## src/rtl/seq_divider_pkg.sv

```systemverilog
// Shared definitions for the sequential arithmetic units: FSM state
// encodings and the counter-width helper.
package seq_divider_pkg;

    typedef enum logic [1:0] {
        IDLE = 2'd0,
        CALC = 2'd1,
        DONE = 2'd2
    } state_e;

    // Number of bits needed to count value distinct states (ceil(log2(value))).
    function automatic int unsigned clog2(input int unsigned value);
        int unsigned v;
        int unsigned w;
        v = (value > 0) ? value - 1 : 0;
        w = 0;
        while (v > 0) begin
            w++;
            v = v >> 1;
        end
        return w;
    endfunction

endpackage

```

## src/rtl/seq_div_step.sv

```systemverilog
// One restoring-division iteration: trial subtract of the divisor from the
// shifted partial remainder, producing the next remainder and quotient bit.
module seq_div_step #(
    parameter int unsigned N = 8
) (
    input  logic [N:0]   shift_i,
    input  logic [N-1:0] divisor_i,
    output logic [N-1:0] rem_o,
    output logic         q_bit_o
);

    logic [N:0] trial;

    // Trial subtract; the MSB of the N+1-bit result is the borrow.
    // Either kept value is below 2^N, so the remainder is returned N bits wide.
    always_comb begin
        trial   = shift_i - {1'b0, divisor_i};
        q_bit_o = ~trial[N];
        rem_o   = q_bit_o ? trial[N-1:0] : shift_i[N-1:0];
    end

endmodule

```

## src/rtl/seq_divider.sv

```systemverilog
// Sequential restoring divider: unsigned N-bit dividend / N-bit divisor,
// one quotient bit per clock, with start/valid handshake and divide-by-zero flag.
module seq_divider #(
    parameter int unsigned N = 8
) (
    input  logic         clock,
    input  logic         reset,
    input  logic         start,
    input  logic [N-1:0] dividend,
    input  logic [N-1:0] divisor,
    output logic [N-1:0] quotient,
    output logic [N-1:0] remainder,
    output logic         valid,
    output logic         busy,
    output logic         div_by_zero
);

    import seq_divider_pkg::*;

    localparam int unsigned CW = (clog2(N) > 0) ? clog2(N) : 1;

    state_e         state_q, state_d;
    logic [N-1:0]   q_work_q, q_work_d;
    logic [N-1:0]   r_work_q, r_work_d;
    logic [N-1:0]   d_work_q, d_work_d;
    logic [CW-1:0]  count_q, count_d;
    logic [N-1:0]   quotient_q, quotient_d;
    logic [N-1:0]   remainder_q, remainder_d;
    logic           dbz_q, dbz_d;

    logic           accept;
    logic           divisor_zero;
    logic [N:0]     shift;
    logic [N-1:0]   step_rem;
    logic           step_qbit;
    logic [N-1:0]   q_next;

    assign accept       = start && (state_q != CALC);
    assign divisor_zero = (divisor == '0);
    assign shift        = {r_work_q, q_work_q[N-1]};
    assign q_next       = {q_work_q[N-2:0], step_qbit};

    seq_div_step #(.N(N)) u_step (
        .shift_i   (shift),
        .divisor_i (d_work_q),
        .rem_o     (step_rem),
        .q_bit_o   (step_qbit)
    );

    // State register.
    always_ff @(posedge clock or posedge reset) begin
        if (reset) begin
            state_q <= IDLE;
        end else begin
            state_q <= state_d;
        end
    end

    // Next-state logic: accept from IDLE/DONE, iterate N edges in CALC.
    always_comb begin
        state_d = state_q;
        unique case (state_q)
            IDLE, DONE: begin
                if (start) begin
                    state_d = divisor_zero ? DONE : CALC;
                end
            end
            CALC: begin
                if (count_q == '0) begin
                    state_d = DONE;
                end
            end
            default: state_d = IDLE;
        endcase
    end

    // Handshake outputs decoded from the state.
    always_comb begin
        valid = (state_q == DONE);
        busy  = (state_q == CALC);
    end

    // Datapath next-state: load on accept, one restoring step per CALC edge.
    always_comb begin
        q_work_d    = q_work_q;
        r_work_d    = r_work_q;
        d_work_d    = d_work_q;
        count_d     = count_q;
        quotient_d  = quotient_q;
        remainder_d = remainder_q;
        dbz_d       = dbz_q;
        if (accept) begin
            q_work_d = dividend;
            r_work_d = '0;
            d_work_d = divisor;
            count_d  = CW'(N - 1);
            dbz_d    = divisor_zero;
            if (divisor_zero) begin
                quotient_d  = '1;
                remainder_d = dividend;
            end
        end else if (state_q == CALC) begin
            q_work_d = q_next;
            r_work_d = step_rem;
            count_d  = count_q - CW'(1);
            if (count_q == '0) begin
                quotient_d  = q_next;
                remainder_d = step_rem;
            end
        end
    end

    // Datapath and result registers.
    always_ff @(posedge clock or posedge reset) begin
        if (reset) begin
            q_work_q    <= '0;
            r_work_q    <= '0;
            d_work_q    <= '0;
            count_q     <= '0;
            quotient_q  <= '0;
            remainder_q <= '0;
            dbz_q       <= 1'b0;
        end else begin
            q_work_q    <= q_work_d;
            r_work_q    <= r_work_d;
            d_work_q    <= d_work_d;
            count_q     <= count_d;
            quotient_q  <= quotient_d;
            remainder_q <= remainder_d;
            dbz_q       <= dbz_d;
        end
    end

    assign quotient    = quotient_q;
    assign remainder   = remainder_q;
    assign div_by_zero = dbz_q;

endmodule

```

## config.mk

```make
export PLATFORM = sky130hd
export DESIGN_NAME = seq_divider
export DESIGN_NICKNAME = d
export VERILOG_FILES = /design/src/rtl/seq_divider_pkg.sv /design/src/rtl/seq_div_step.sv /design/src/rtl/seq_divider.sv
export SDC_FILE = /design/constraint.sdc
export NUM_CORES = 1
export LEC_CHECK = 0
export CAP_MARGIN = 25
export CELL_PAD_IN_SITES_DETAIL_PLACEMENT = 0
export CELL_PAD_IN_SITES_GLOBAL_PLACEMENT = 1
export CORE_MARGIN = 2
export CORE_UTILIZATION = 40
export DETAILED_ROUTE_END_ITERATION = 8
export PLACE_DENSITY = 0.8
export SLEW_MARGIN = 30
export SYNTH_ARGS = -nofsm -noshare
export SYNTH_HDL_FRONTEND = slang
export SYNTH_SLANG_ARGS = --single-unit
```

## constraint.sdc

```tcl
create_clock -name clock -period 6.7 [get_ports clock]
set_input_delay 0.67 -clock clock [delete_from_list [all_inputs] [get_ports clock]]
set_output_delay 0.67 -clock clock [all_outputs]
set_load 0.05 [all_outputs]
```

==> out/qor.yml <==
status: "complete, no violations"
dp.cells: 353
grt_start_max_net_pins: 47
regArea_mm2: 0.001151
syn_inst: 252
synth-compound-area-share_pct: 17.31
synth_nets: 282
path_delay_family: "compound AO/OA/AOI/OAI gates"
slew_violations: 0
setup-tns-final_ns: 0
powerDensity_mw_per_mm2: 584.7
vias: 1935
synth.yosys.warnings: 0
routed_via_density: 5.360
num_rows: 28
rsz0062_at_grt: "false"
power.leakage_nw: 1.351
seq_area_frac_synth_pct: 46.42
synth_xor_area_share_pct: 1.766
grt_pass1_wl_mm: 9.108
synth-adder-area-share_pct: 5.853
cp-start-kind: "flip-flop"
fillers: 579
cp.arrival_ns: 3.49
wl_per_cell_um: 15.15
cts_sinks: 46
grt_pass1_vias: 1772
synth_top_family_by_area: "compound AO/OA/AOI/OAI gates"
worstMarginPinSlew_ns: 0.8850
fin_cells: 361
crit_buf_inv: 2
cap_violations: 0
setup_viol: 0
finalClockSkew_ns: 0.005160
gp_congestion: 0.7510
cts_max_level: 2
cts_resized: 0
crit_fanout: 13
hpwl_mm: 3.967
cpMostUsedCell: "inv_1"
hold_viol_final: 0
final_cell_mix: "dfrtp_1, nand2_1, clkdlybuf4s50_1"
drt-pass1-iter-count: 4
post-place-ws_ns: 3.360
insertion_delay_ns: 0.30
max_stage_delay_ns: 0.83
start_util_pct: 41.64
syn_to_final_growth_pct: 21.64
die_area_mm2: 0.006846
final_nets: 315
max-slew-margin-rel_pct: 41.00
wirelength_mm: 5.469
die_y_um: 82.74
antenna_left: 0
hold_class: "flip-flop to flip-flop"
drive_gt1_share_pct: 10.49
portBuffers: 37
cts_tree: "yes"
die_x_um: 82.74
worst_path_max_delay_cell: "a2111oi_4"
cp.required_ns: 6.90
yosysUniqueCellTypes: 42
end_kind: "flip-flop"
drtIter0Drc: 129
post_synth.cell_area_avg_um2: 9.841
post-route-period-util_pct: 49.24
synth.area.mux_share_pct: 9.788
ir_drop_v: 0.0002354
netlist_area_mm2: 0.002480
overflow: 0
post-route-drc-count: 0
grtUsageTotal_pct: 17.86
cts_setup_buffers: 0
grt_antenna_before_repair: 0
multi_input_area_mm2: 0.001207
clock_path_buffers: 2
diodes: 0
holdBufCountCts: 0
cts_buffers: 5
worst_slack_ns: 3.401
crit_chain: "inv_1, ha_1, inv_1, fa_1, a211oi_2, nor3_2, mux2i_1, a2111oi_4, mux2_2, a221o_1"
synth_seq_cells: 46
fmaxAchievable_mhz: 303.1
synthSimpleGateAreaFrac_pct: 13.98
io_pins: 38
cts-root-buf: "clkbuf_8"
final_common_cell: "dfrtp_1"
core_mm2: 0.005956
worstSetupPathType: "flip-flop to flip-flop"
min_period_ns: 3.299
path_clk_slew_ns: 0.09
-- flip-flops by register name, summed over array words and instances, names as in the netlist --
name,flops
count_q,3
d_work_q,8
div_by_zero,1
q_work_q,8
quotient,8
r_work_q,8
remainder,8
state_q,2
-- Yosys cell counts, drive strengths merged --
master,number,area [um^2]
o31ai,1,7.510
o2111ai,1,8.760
mux2i,13,130.1
a21oi,9,45.04
or4,2,15.01
nand2b,1,6.260
a221o,2,20.02
nand2,44,165.2
nand3b,1,7.510
o32ai,1,8.760
a21o,3,22.52
a211oi,2,20.02
clkinv,1,3.750
and2,1,6.260
o21a,1,7.510
nor2b,4,25.02
o21ai,31,155.2
a31oi,2,12.51
inv,16,60.05
nor3,7,45.04
and3,2,12.51
nor2,4,15.01
o21bai,1,7.510
dfrtp,46,1151
nand4b,1,8.760
o221ai,6,77.58
o311ai,1,8.760
xnor2,1,8.760
ha,10,125.1
nand3,8,40.04
mux2,10,112.6
xor2,4,35.03
fa,1,20.02
buf,2,16.26
clkbuf,11,41.29
a2111oi,1,27.53
-- cell families after synthesis --
| group | count (synthesis) |
|---|---|
| AO/OA/AOI/OAI | 62 |
| XOR/XNOR | 5 |
| adder cells (fa/ha/maj) | 11 |
| buffers and inverters | 30 |
| flip-flops | 46 |
| multiplexers | 23 |
| AND/OR/NAND/NOR | 75 |
-- layer usage --
metal | part of all wire, % | GRT usage [%] | wire, um
met3 | 3.9 | 3.261 | 212
met5 | 0 | 0 | 0
met4 | 1.2 | 4.918 | 63
met2 | 48 | 28.63 | 2636
met1 | 47 | 24.81 | 2556
-- layout make-up --
class,instances,share of cell area (%)
Clock buffer,5,2.281
Clock inverter,3,1.452
Inverter,17,2.198
Multi-Input combinational cell,176,40.02
Sequential cell,46,38.16
Tap cell,75,3.111
Timing Repair Buffer,39,12.77
-- power breakdown --
group / switching [mW] / internal, mW / leakage, nW / total, mW
registers: 0.0835 / 0.413 / 0.555 / 0.497
clock network: 0.101 / 0.112 / 0.0585 / 0.213
logic: 0.639 / 0.415 / 0.737 / 1.05
total: 0.824 / 0.940 / 1.35 / 1.76
-- final timing paths --
path	start	end	slack [ns]	cells after the start
setup / recovery	q_work_q[7]	remainder[7]	3.40	10
hold / removal	count_q[0]	count_q[0]	0.48	1
min in group asynchronous	reset	quotient[7]	0.78	2
max in group asynchronous	reset	remainder[2]	5.52	2
hold reg to reg	count_q[0]	count_q[0]	0.48	1
setup reg to reg	q_work_q[7]	remainder[7]	3.40	10
-- metrics by stage --
stage                     utilization, %  total power [mW]  instance area (um^2)  hold slack, ns
after floorplan                        -             1.302                  2480          0.4443
after global placement             48.72             1.545                  2902          0.4627
after detailed placement           48.76             1.562                  2904          0.4742
after CTS                          50.65             1.779                  3017          0.4866
after global routing               50.65             1.903                  3017          0.5115
final                              50.65             1.764                  3017          0.4808
(Power assumes the default switching activity.)
